**src/rtl/spi_slave_port_pkg.sv**
```systemverilog
// Shared types and SPI mode constants for the mode-0 SPI slave port.
package spi_slave_port_pkg;

    typedef enum logic {
        IDLE,
        ACTIVE
    } state_t;

    localparam logic SPI_CPOL  = 1'b0;
    localparam logic SPI_CPHA  = 1'b0;
    localparam int   DEF_WIDTH = 8;

endpackage

```
**src/rtl/spi_slave_port_if.sv**
```systemverilog
// Client-side word handshake and status bundle of the SPI slave port.
interface spi_slave_port_if #(
    parameter int WIDTH = 8
);
    logic [WIDTH-1:0] tx_data;
    logic             tx_valid;
    logic             tx_ready;
    logic [WIDTH-1:0] rx_data;
    logic             rx_valid;
    logic             rx_ready;
    logic             rx_overrun;
    logic             tx_underrun;
    logic             frame_err;
    logic             busy;

    modport slave (
        input  tx_data, tx_valid, rx_ready,
        output tx_ready, rx_data, rx_valid,
        output rx_overrun, tx_underrun, frame_err, busy
    );

    modport master (
        output tx_data, tx_valid, rx_ready,
        input  tx_ready, rx_data, rx_valid,
        input  rx_overrun, tx_underrun, frame_err, busy
    );
endinterface

```
**src/rtl/spi_slave_port_sync_edge.sv**
```systemverilog
// Multi-flop synchroniser with one delayed flop for edge detection.
module spi_slave_port_sync_edge #(
    parameter int   STAGES  = 2,
    parameter logic RST_VAL = 1'b0
) (
    input  logic clk,
    input  logic rst,
    input  logic d,
    output logic level,
    output logic rise,
    output logic fall
);
    logic [STAGES-1:0] sync_q;
    logic              dly_q;

    always_ff @(posedge clk) begin
        if (rst) begin
            sync_q <= {STAGES{RST_VAL}};
            dly_q  <= RST_VAL;
        end else begin
            sync_q <= {sync_q[STAGES-2:0], d};
            dly_q  <= sync_q[STAGES-1];
        end
    end

    assign level = sync_q[STAGES-1];
    assign rise  = level & ~dly_q;
    assign fall  = ~level & dly_q;
endmodule

```
**src/rtl/spi_slave_port.sv**
```systemverilog
// Mode-0 SPI slave: oversampled sck/mosi/ss_n, word RX/TX with
// one-entry TX buffer and single-word RX holding register.
module spi_slave_port
    import spi_slave_port_pkg::*;
#(
    parameter int               WIDTH       = DEF_WIDTH,
    parameter int               SYNC_STAGES = 2,
    parameter logic [WIDTH-1:0] TX_DEFAULT  = '0
) (
    input  logic clk,
    input  logic rst,
    input  logic ss_n,
    input  logic sck,
    input  logic mosi,
    output logic miso,
    spi_slave_port_if.slave bus
);
    localparam int   CW      = (WIDTH > 2) ? $clog2(WIDTH) : 1;
    localparam logic ON_RISE = (SPI_CPOL == SPI_CPHA);

    logic sel_rise, sel_fall, sck_rise, sck_fall, mosi_s;
    logic unused_sel_lvl, unused_sck_lvl;
    logic unused_mosi_rise, unused_mosi_fall;

    spi_slave_port_sync_edge #(.STAGES(SYNC_STAGES), .RST_VAL(1'b1)) u_ss (
        .clk(clk), .rst(rst), .d(ss_n),
        .level(unused_sel_lvl), .rise(sel_rise), .fall(sel_fall)
    );

    spi_slave_port_sync_edge #(.STAGES(SYNC_STAGES), .RST_VAL(SPI_CPOL)) u_sck (
        .clk(clk), .rst(rst), .d(sck),
        .level(unused_sck_lvl), .rise(sck_rise), .fall(sck_fall)
    );

    spi_slave_port_sync_edge #(.STAGES(SYNC_STAGES), .RST_VAL(1'b0)) u_mosi (
        .clk(clk), .rst(rst), .d(mosi),
        .level(mosi_s), .rise(unused_mosi_rise), .fall(unused_mosi_fall)
    );

    state_t           state;
    logic [CW-1:0]    bit_cnt;
    logic [WIDTH-1:0] rx_shift, tx_shift, tx_buf, rx_data;
    logic             tx_full, rx_valid, word_done;
    logic             rx_overrun, tx_underrun, frame_err;

    logic             sample_edge, shift_edge, last_bit, word_start;
    logic [WIDTH-1:0] rx_next;
    logic             unused_rx_msb;

    assign sample_edge   = ON_RISE ? sck_rise : sck_fall;
    assign shift_edge    = ON_RISE ? sck_fall : sck_rise;
    assign last_bit      = (bit_cnt == CW'(WIDTH - 1));
    assign rx_next       = {rx_shift[WIDTH-2:0], mosi_s};
    assign unused_rx_msb = rx_shift[WIDTH-1];

    // A word starts on selection or on the first shift edge after completion.
    assign word_start = (state == IDLE && sel_fall) ||
                        (state == ACTIVE && !sel_rise && shift_edge && word_done);

    always_ff @(posedge clk) begin
        if (rst) begin
            state       <= IDLE;
            bit_cnt     <= '0;
            rx_shift    <= '0;
            tx_shift    <= '0;
            tx_buf      <= '0;
            tx_full     <= 1'b0;
            rx_data     <= '0;
            rx_valid    <= 1'b0;
            word_done   <= 1'b0;
            miso        <= 1'b0;
            rx_overrun  <= 1'b0;
            tx_underrun <= 1'b0;
            frame_err   <= 1'b0;
        end else begin
            rx_overrun  <= 1'b0;
            tx_underrun <= 1'b0;
            frame_err   <= 1'b0;

            if (rx_valid && bus.rx_ready)
                rx_valid <= 1'b0;

            if (bus.tx_valid && !tx_full) begin
                tx_buf  <= bus.tx_data;
                tx_full <= 1'b1;
            end

            if (word_start) begin
                if (tx_full) begin
                    tx_shift <= tx_buf;
                    miso     <= tx_buf[WIDTH-1];
                    tx_full  <= 1'b0;
                end else begin
                    tx_shift    <= TX_DEFAULT;
                    miso        <= TX_DEFAULT[WIDTH-1];
                    tx_underrun <= 1'b1;
                end
            end

            unique case (state)
                IDLE: begin
                    if (sel_fall) begin
                        state     <= ACTIVE;
                        bit_cnt   <= '0;
                        word_done <= 1'b0;
                    end
                end
                ACTIVE: begin
                    if (sel_rise) begin
                        state     <= IDLE;
                        miso      <= 1'b0;
                        bit_cnt   <= '0;
                        rx_shift  <= '0;
                        word_done <= 1'b0;
                        frame_err <= (bit_cnt != '0);
                    end else begin
                        if (sample_edge) begin
                            rx_shift <= rx_next;
                            if (last_bit) begin
                                bit_cnt    <= '0;
                                rx_data    <= rx_next;
                                rx_valid   <= 1'b1;
                                word_done  <= 1'b1;
                                rx_overrun <= rx_valid && !bus.rx_ready;
                            end else begin
                                bit_cnt <= bit_cnt + CW'(1);
                            end
                        end
                        if (shift_edge) begin
                            if (word_done) begin
                                word_done <= 1'b0;
                            end else begin
                                tx_shift <= tx_shift << 1;
                                miso     <= tx_shift[WIDTH-2];
                            end
                        end
                    end
                end
                default: state <= IDLE;
            endcase
        end
    end

    assign bus.tx_ready    = !tx_full;
    assign bus.rx_data     = rx_data;
    assign bus.rx_valid    = rx_valid;
    assign bus.rx_overrun  = rx_overrun;
    assign bus.tx_underrun = tx_underrun;
    assign bus.frame_err   = frame_err;
    assign bus.busy        = (state == ACTIVE);
endmodule

```
**src/flat_wrapper.sv**
```systemverilog
// flat-port wrapper written by rule: the top's interface ports become plain ports
module spi_slave_port_flat import spi_slave_port_pkg::*;
#(
    parameter int               WIDTH       = DEF_WIDTH,
    parameter int               SYNC_STAGES = 2,
    parameter logic [WIDTH-1:0] TX_DEFAULT  = '0
)
  (clk, rst, ss_n, sck, mosi, miso, bus_tx_data, bus_tx_valid, bus_rx_ready, bus_tx_ready, bus_rx_data, bus_rx_valid, bus_rx_overrun, bus_tx_underrun, bus_frame_err, bus_busy);
  spi_slave_port_if #(.WIDTH(WIDTH)) bus_i ();
  input  logic clk;
  input  logic rst;
  input  logic ss_n;
  input  logic sck;
  input  logic mosi;
  output logic miso;
  input wire logic [$bits(bus_i.tx_data)-1:0] bus_tx_data;
  input wire logic [$bits(bus_i.tx_valid)-1:0] bus_tx_valid;
  input wire logic [$bits(bus_i.rx_ready)-1:0] bus_rx_ready;
  output wire logic [$bits(bus_i.tx_ready)-1:0] bus_tx_ready;
  output wire logic [$bits(bus_i.rx_data)-1:0] bus_rx_data;
  output wire logic [$bits(bus_i.rx_valid)-1:0] bus_rx_valid;
  output wire logic [$bits(bus_i.rx_overrun)-1:0] bus_rx_overrun;
  output wire logic [$bits(bus_i.tx_underrun)-1:0] bus_tx_underrun;
  output wire logic [$bits(bus_i.frame_err)-1:0] bus_frame_err;
  output wire logic [$bits(bus_i.busy)-1:0] bus_busy;
  assign bus_i.tx_data = bus_tx_data;
  assign bus_i.tx_valid = bus_tx_valid;
  assign bus_i.rx_ready = bus_rx_ready;
  assign bus_tx_ready = bus_i.tx_ready;
  assign bus_rx_data = bus_i.rx_data;
  assign bus_rx_valid = bus_i.rx_valid;
  assign bus_rx_overrun = bus_i.rx_overrun;
  assign bus_tx_underrun = bus_i.tx_underrun;
  assign bus_frame_err = bus_i.frame_err;
  assign bus_busy = bus_i.busy;
  spi_slave_port #(.WIDTH(WIDTH), .SYNC_STAGES(SYNC_STAGES), .TX_DEFAULT(TX_DEFAULT)) u_core (.clk(clk), .rst(rst), .ss_n(ss_n), .sck(sck), .mosi(mosi), .miso(miso), .bus(bus_i));
endmodule
```
**config.mk**
```make
export PLATFORM = sky130hd
export DESIGN_NAME = spi_slave_port_flat
export DESIGN_NICKNAME = d
export VERILOG_FILES = /design/src/rtl/spi_slave_port_pkg.sv /design/src/rtl/spi_slave_port_if.sv /design/src/rtl/spi_slave_port_sync_edge.sv /design/src/rtl/spi_slave_port.sv /design/src/flat_wrapper.sv
export SDC_FILE = /design/constraint.sdc
export NUM_CORES = 1
export LEC_CHECK = 0
export CORE_MARGIN = 10
export CORE_UTILIZATION = 56
export DETAILED_ROUTE_END_ITERATION = 8
export PLACE_DENSITY_LB_ADDON = 0.15
export SYNTH_ARGS = -nofsm -noshare
export SYNTH_HDL_FRONTEND = slang
export SYNTH_SLANG_ARGS = --single-unit
```
**constraint.sdc**
```tcl
create_clock -name clk -period 3.8 [get_ports clk]
set_clock_uncertainty 0.05 [all_clocks]
set_input_delay 1.14 -clock clk [delete_from_list [all_inputs] [get_ports clk]]
set_output_delay 1.14 -clock clk [all_outputs]
set_load 0.02 [all_outputs]
```
**Word-level counts from Yosys, hierarchy flattened**

Index checks and enable logic that the tools add are counted.

- Add/sub/neg operators: 1
- Eq/ne operators: 3
- Mux-type cells: 38
- Bitwise operators: 13
- Reduce and logical (&&, ||, !) cells: 19

Operators by type and width:

| kind | number |
|---|---|
| 8-bit two-way mux | 6 |
| 1-bit two-way mux | 23 |
| 7-bit two-way mux | 2 |
| 3-bit two-way mux | 4 |
| 1-bit inverter | 9 |
| 1-bit logical AND | 7 |
| 3-bit one-hot mux with 2 select lines | 1 |
| 5-bit OR reduction | 1 |
| 1-bit bitwise AND | 4 |
| 1-bit one-hot mux with 2 select lines | 2 |
| 2-bit AND reduction | 2 |
| 4-bit AND reduction | 1 |
| 3-bit by 1-bit adder with 3-bit output, second input constant | 1 |
| 3-bit equality test, second input constant | 1 |
| 1-bit logical NOT | 3 |
| 3-bit by 2-bit inequality test with 1-bit output, second input constant | 1 |
| 3-bit nonzero test | 1 |
| 3-bit OR reduction | 1 |
| 2-bit by 1-bit inequality test with 1-bit output, second input constant | 1 |
| 2-bit nonzero test | 1 |
| 2-bit OR reduction | 1 |
| 1-bit logical OR | 1 |

- Bits in registers: 50
- Output and inout bits: 15
- Word-level logic and storage cells: 92

**Depth between registers and ports, before layout**

Gate-level depths: netlist of run 1.

- Depth after elaboration: 12
- Gate-level depth with buffers: 6
- Gate-level depth less buffers: 5

**Hierarchy**

From an unflattened synthesis of run 1, not the netlist that was laid out.

- Cells, all modules: 218
- Area total of the unflattened synthesis: 2074.5 um2

By module, submodules not included:

| module | times used | cells each | area an instance (um2) | seq. area each (um2) |
|---|---|---|---|---|
| spi_slave_port | 1 | 194 | 1799.2 | 820.8 |
| spi_slave_port_sync_edge (u_core.u_mosi ...) | 2 | 8 | 91.3 | 60.1 |
| spi_slave_port_sync_edge (u_core.u_ss) | 1 | 8 | 92.6 | 60.1 |

**Least setup slack after synthesis of run 1**

OpenSTA, ideal clock, no wires.

- Path type: input -> register
- Start: input rst
- End: register u_core.bit_cnt[1]
- Library setup time: 128 ps
- Data arrival time: 1870 ps
- Data required time: 3622 ps
- Path slack: 1752 ps
- Stages: 3
- Path through: buf_1 clkbuf_1 nor2_1

RTL lines:

| element | line | text |
|---|---|---|
| start, declared | flat_wrapper.sv:11 | `input logic rst;` |
| end signal, assigned | spi_slave_port.sv:126 | `bit_cnt <= bit_cnt + CW'(1);` |
| end, declared | spi_slave_port.sv:41 | `logic [CW-1:0] bit_cnt;` |

No word-level cell between the ends.

**Final worst setup path of run 1**

- Start: register u_core.state (netlist: u_core.bus.busy)
- End: output bus_busy

RTL lines:

| element | line | text |
|---|---|---|
| start, declared | spi_slave_port.sv:40 | `state_t state;` |
| start signal, assigned | spi_slave_port.sv:62 | `state <= IDLE;` |
| start signal, assigned | spi_slave_port.sv:103 | `state <= ACTIVE;` |
| start signal, assigned | spi_slave_port.sv:110 | `state <= IDLE;` |
| end, declared | flat_wrapper.sv:25 | `output wire logic [$bits(bus_i.busy)-1:0] bus_busy;` |

No word-level cell between the ends.

==> flow_metrics.tcl, run 1 <==
set metrics [dict create \
    antenna_found_initial 0 \
    port_buffers 29 \
    cp_slowest_cell "clkdlybuf4s50_1" \
    hpwl_um 2820 \
    initial_utilization 0.575 \
    yosysWarningCount 0 \
    syn_area_um2 1920 \
    ant_nets 0 \
    final-setup-viol-count 0 \
    grt.overflow.total 0 \
    status "finished, final reports clean" \
    ir_drop_v 0.000257 \
    place_area_um2 2200 \
    hold_class "flip-flop to flip-flop" \
    synth_nets 225 \
    maxCapViolations 0 \
    clkSinkCount 49 \
    grt_pass1_vias 1455 \
    vias 1494 \
    synth_top_cell_area_share 0.511 \
    grt_usage 0.129 \
    syn_inst 207 \
    diodes 0 \
    cts_made_buffers 5 \
    fin_setup_tns_ns 0 \
    yosysUniqueCellTypes 34 \
    fp.dieH_um 78.5 \
    slew_violations 0 \
    areaGrowthSynthToFinish_pct 19.2 \
    grt_pass1_wl_um 6460 \
    critPathBufInv 1 \
    fin_crit_ns 2.85 \
    path_cells "clkdlybuf4s50_1" \
    fin_area_um2 2290 \
    synth_top_cell_by_area "dfxtp_1" \
    hold_viol_final 0 \
    fp-row-count 21 \
    layout.nets 248 \
    slew_headroom 0.391 \
    design.portCount 30 \
    cp.arrival_ns 1.66 \
    syn_area_per_cell_um2 9.27 \
    drive_above_1_share 0.108 \
    clk_pin_slew_worst_paths_ns 0.13 \
    p_leak_uw 0.000828 \
    fill_cells 288 \
    root_buffer "clkbuf_4" \
    startpoint_type "flip-flop" \
    post_drt_wl_per_cell_um 14.1 \
    cts_resized 0 \
    rsz0062_at_grt "false" \
    routed_via_density 5.39 \
    ys_seq_elements 49 \
    postCtsHoldBufs 0 \
    cp-end-kind "primary output" \
    postCtsSetupBuffers 0 \
    dieArea_um2 6170 \
    wirelength_um 3910 \
    route.detailed.drc 0 \
    core_um2 3340 \
    first_pass_iters 4 \
    gp_congestion 0.759 \
    final_util 0.685 \
    drtIter0Drc 74 \
    finalPower_uw 920 \
    reg2reg_setup_slack_ns 1.84 \
    power-per-cell-area_nw_per_um2 402 \
    crit_family "buffers and inverters" \
    cts_tree "yes" \
    yosysSeqAreaShare 0.511 \
    fin_crit_sh 0.749 \
    ctsHtreeMaxLevel 2 \
    worstMarginPinSlew_ns 0.913 \
    synthTopCellsByArea "dfxtp_1 (51%), a21oi_1 (6.5%), nand2_1 (5.3%)" \
    slowest_delay_ns 0.69 \
    grt_max_degree 51 \
    fmax_ghz 0.351 \
    cts_buffer_depth 2 \
    die_x_um 78.5 \
    path_max_fanout 14 \
    critPathKind "flip-flop to primary output" \
    clock_latency_ns 0.36 \
    crit_required_ns 2.61 \
]
## area by class of cell
class                      instances  area, µm²  share of cell area
sequential                        49        981               0.429
multi-input combinational        142        863               0.377
tap                               46       57.6              0.0252
inverter                           3       11.3             0.00492
clock buffer                       6       51.3              0.0224
timing repair buffer              29        285               0.125
clock inverter                     2       37.5              0.0164
## where the power goes
group	leakage [µW]	switching (µW)	internal [µW]
registers	0.000399	11.6	528
logic	0.000385	33.0	31.9
clock network	0.0000445	159	156
total	0.000828	204	716
## kinds of logic after synthesis
family / Yosys count / share of synthesized area
and+or+nand+nor: 90 / 0.233
DFF: 49 / 0.511
AOI/OAI and AO/OA: 48 / 0.192
buffers and inverters: 16 / 0.0391
adders and majority gates: 3 / 0.0196
muxes: 1 / 0.00522
## synthesized netlist by cell type (all sizes together)
cell type  instances
nor3b              2
clkbuf             7
nand2b             4
o31ai              1
dfxtp             49
and3               2
nand2             27
o21a               1
or2                5
nor3               2
o21ai              1
nor4b              1
ha                 3
mux2i              1
buf                6
a211oi             1
nand4              1
a2111oi            7
inv                3
a31oi              1
and2               1
a41oi              1
nand3b             2
nor2b             10
a22oi              7
a32oi              3
nor2              24
a21oi             25
nand3              9
## sequential cells by signal, summed over array words and instances, names as in the netlist, 2 cells and up
name and cells:
u_core.bus.rx_data 8, u_core.tx_buf 8, u_core.rx_shift 7, u_core.tx_shift 7, u_core.bit_cnt 3, u_core.u_mosi.sync_q 2, u_core.u_sck.sync_q 2, u_core.u_ss.sync_q 2
## cells in the final DEF (no fill, tap or decap), types with 2 or more instances in the layout
cell,synthesis,final
clkdlybuf4s50_1,0,28
a2111oi_2,6,6
and3_1,2,2
ha_1,3,3
a21oi_1,25,25
a22oi_1,7,7
inv_1,3,3
a32oi_1,3,3
or2_2,5,5
nor3_1,2,2
nand3_1,9,9
nand3b_1,2,2
nor2_1,24,24
clkbuf_4,0,5
nand2b_1,3,3
dfxtp_1,49,49
nor2b_1,10,10
nor3b_2,2,2
nand2_1,27,27
## metrics by stage
step           instances  hold WS, ns  setup WS, ns
5_1_grt              277        0.403         0.876
6_report             277        0.383         0.953
2_1_floorplan        207        0.339          1.75
3_5_place_dp         269        0.351          1.30
3_3_place_gp         269        0.354          1.37
4_1_cts              277        0.385         0.949
## worst paths after layout
check | cells after the start | to | start
setup reg to reg | 5 | u_core.bus.rx_data[6]$_SDFFE_PP0P_ | u_core.bit_cnt[0]$_SDFFE_PP0P_
hold / removal | 1 | u_core.u_ss.sync_q[1]$_SDFF_PP1_ | u_core.u_ss.sync_q[0]$_SDFF_PP1_
setup / recovery | 1 | bus_busy | u_core.bus.busy$_SDFF_PP0_
hold reg to reg | 1 | u_core.u_ss.sync_q[1]$_SDFF_PP1_ | u_core.u_ss.sync_q[0]$_SDFF_PP1_
## metal layers
layer / wire (µm) / share of wire / global-route usage / vias to the layer above
li1: - / - / - / 763
met1: 1650 / 0.42 / 0.137 / 698
met2: 1980 / 0.51 / 0.223 / 25
met3: 204 / 0.052 / 0.0456 / 8
met4: 72 / 0.018 / 0.0591 / 0
met5: 0 / 0 / 0 / -
No activity file was read; power rests on OpenSTA's default activity.
==> inputs of run 2 (changes only) <==
--- a/config.mk
+++ b/config.mk
@@ -6,7 +6,7 @@
 export NUM_CORES = 1
 export LEC_CHECK = 0
 export CORE_MARGIN = 10
-export CORE_UTILIZATION = 56
+export CORE_UTILIZATION = 52
 export DETAILED_ROUTE_END_ITERATION = 8
 export PLACE_DENSITY_LB_ADDON = 0.15
 export SYNTH_ARGS = -nofsm -noshare
==> constraint.sdc (replaced) <==
create_clock -name clk -period 2.75 [get_ports clk]
set_clock_uncertainty 0.05 [all_clocks]
set_input_delay 0.825 -clock clk [delete_from_list [all_inputs] [get_ports clk]]
set_output_delay 0.825 -clock clk [all_outputs]
set_load 0.02 [all_outputs]
==> run 2 against run 1 <==
Compared with the run above:
- final area increased by 1.8%
- global-route usage decreased by 0.056 points
- first-iteration DRC count decreased by 26%
- count of clock-buffer cells in the layout decreased by 1
- flip-flop and latch count unchanged
- sequential share of layout area decreased by 0.76 points
- worst setup slack got worse by 0.67 ns
- worst hold slack got worse by 0.020 ns
==> flow_metrics.tcl, run 2 (synthesized netlist as in run 1, its figures left out) <==
set metrics [dict create \
    slew_violations 0 \
    ir_drop_v 0.000403 \
    ant_nets 0 \
    port_buffers 29 \
    hold_viol_final 0 \
    slowest_delay_ns 0.70 \
    power-per-cell-area_nw_per_um2 574 \
    routed_via_density 5.30 \
    slew_headroom 0.511 \
    grt_pass1_wl_um 6730 \
    final_util 0.646 \
    areaGrowthSynthToFinish_pct 21.3 \
    finalPower_uw 1340 \
    dieArea_um2 6520 \
    cts_resized 0 \
    path_max_fanout 14 \
    root_buffer "clkbuf_8" \
    hold_class "flip-flop to flip-flop" \
    cts_tree "yes" \
    grt_max_degree 19 \
    fin_crit_sh 0.895 \
    place_area_um2 2220 \
    postCtsSetupBuffers 0 \
    path_cells "clkdlybuf4s50_1" \
    cp.arrival_ns 1.59 \
    final_cell_mix "dfxtp_1 (49), clkdlybuf4s50_1 (28), nand2_1 (27)" \
    die_x_um 80.8 \
    final_common_cell "dfxtp_1" \
    critPathBufInv 1 \
    clkSinkCount 49 \
    holdWs_ns 0.363 \
    status "finished, final reports clean" \
    design.portCount 30 \
    grt_pass1_vias 1543 \
    clk_pin_slew_worst_paths_ns 0.08 \
    worstMarginPinSlew_ns 0.729 \
    cp_slowest_cell "clkdlybuf4s50_1" \
    cts_buffer_depth 2 \
    vias 1489 \
    rsz0062_at_grt "false" \
    fin_crit_ns 2.46 \
    antenna_found_initial 0 \
    fp.dieH_um 80.8 \
    startpoint_type "flip-flop" \
    maxCapViolations 0 \
    diodes 0 \
    critPathKind "flip-flop to primary output" \
    p_leak_uw 0.000851 \
    core_um2 3610 \
    crit_family "buffers and inverters" \
    ctsHtreeMaxLevel 2 \
    first_pass_iters 4 \
    cts_made_buffers 5 \
    grt.overflow.total 0 \
    fp-row-count 22 \
    postCtsHoldBufs 0 \
    clock_latency_ns 0.29 \
    initial_utilization 0.532 \
    gp_congestion 0.785 \
    layout.nets 250 \
    fin_setup_tns_ns 0 \
    wirelength_um 3950 \
    final-setup-viol-count 0 \
    fin_area_um2 2330 \
    drtIter0Drc 55 \
    grt_usage 0.128 \
    fmax_ghz 0.406 \
    largestRegisters "u_core.bus.rx_data x8, u_core.tx_buf x8" \
    cp-end-kind "primary output" \
    post_drt_wl_per_cell_um 14.1 \
    crit_required_ns 1.88 \
    fill_cells 300 \
    route.detailed.drc 0 \
    hpwl_um 2900 \
    drive_above_1_share 0.116 \
]
run 2: path summary, 6_finish.rpt:
kind	endpoint	slack, ns	depth (start not counted)	from
hold reg to reg	u_core.u_ss.sync_q[1]$_SDFF_PP1_	0.36	1	u_core.u_ss.sync_q[0]$_SDFF_PP1_
setup reg to reg	u_core.bus.rx_overrun$_SDFF_PP0_	0.85	4	u_core.bit_cnt[0]$_SDFFE_PP0P_
hold / removal	u_core.u_ss.sync_q[1]$_SDFF_PP1_	0.36	1	u_core.u_ss.sync_q[0]$_SDFF_PP1_
setup / recovery	bus_busy	0.29	1	u_core.bus.busy$_SDFF_PP0_
run 2: where the power goes:
part	internal (µW)	switching, µW	leakage, µW
clock network	272	227	0.0000585
logic	45.8	46.0	0.000394
registers	729	16.0	0.000399
run 2: layout make-up:
class	count	area, µm²	share of cell area
Clock buffer	5	68.8	0.0296
Clock inverter	3	43.8	0.0188
Sequential cell	49	981	0.421
Multi-Input combinational cell	142	863	0.371
Inverter	3	11.3	0.00484
Timing Repair Buffer	31	300	0.129
Tap cell	48	60.1	0.0258
run 2: through the flow:
stage	instances	setup WS (ns)
detailed placement	273	0.606
floorplan	207	1.02
finish	281	0.288
global route	281	0.225
CTS	281	0.298
global placement	273	0.646
run 2: metal layers:
layer / part of all wire / GRT usage / vias to the layer above
met5: 0 / 0 / -
met2: 0.51 / 0.231 / 20
met3: 0.049 / 0.0464 / 2
met4: 0.0048 / 0.0433 / 0
li1: - / - / 766
met1: 0.43 / 0.135 / 701
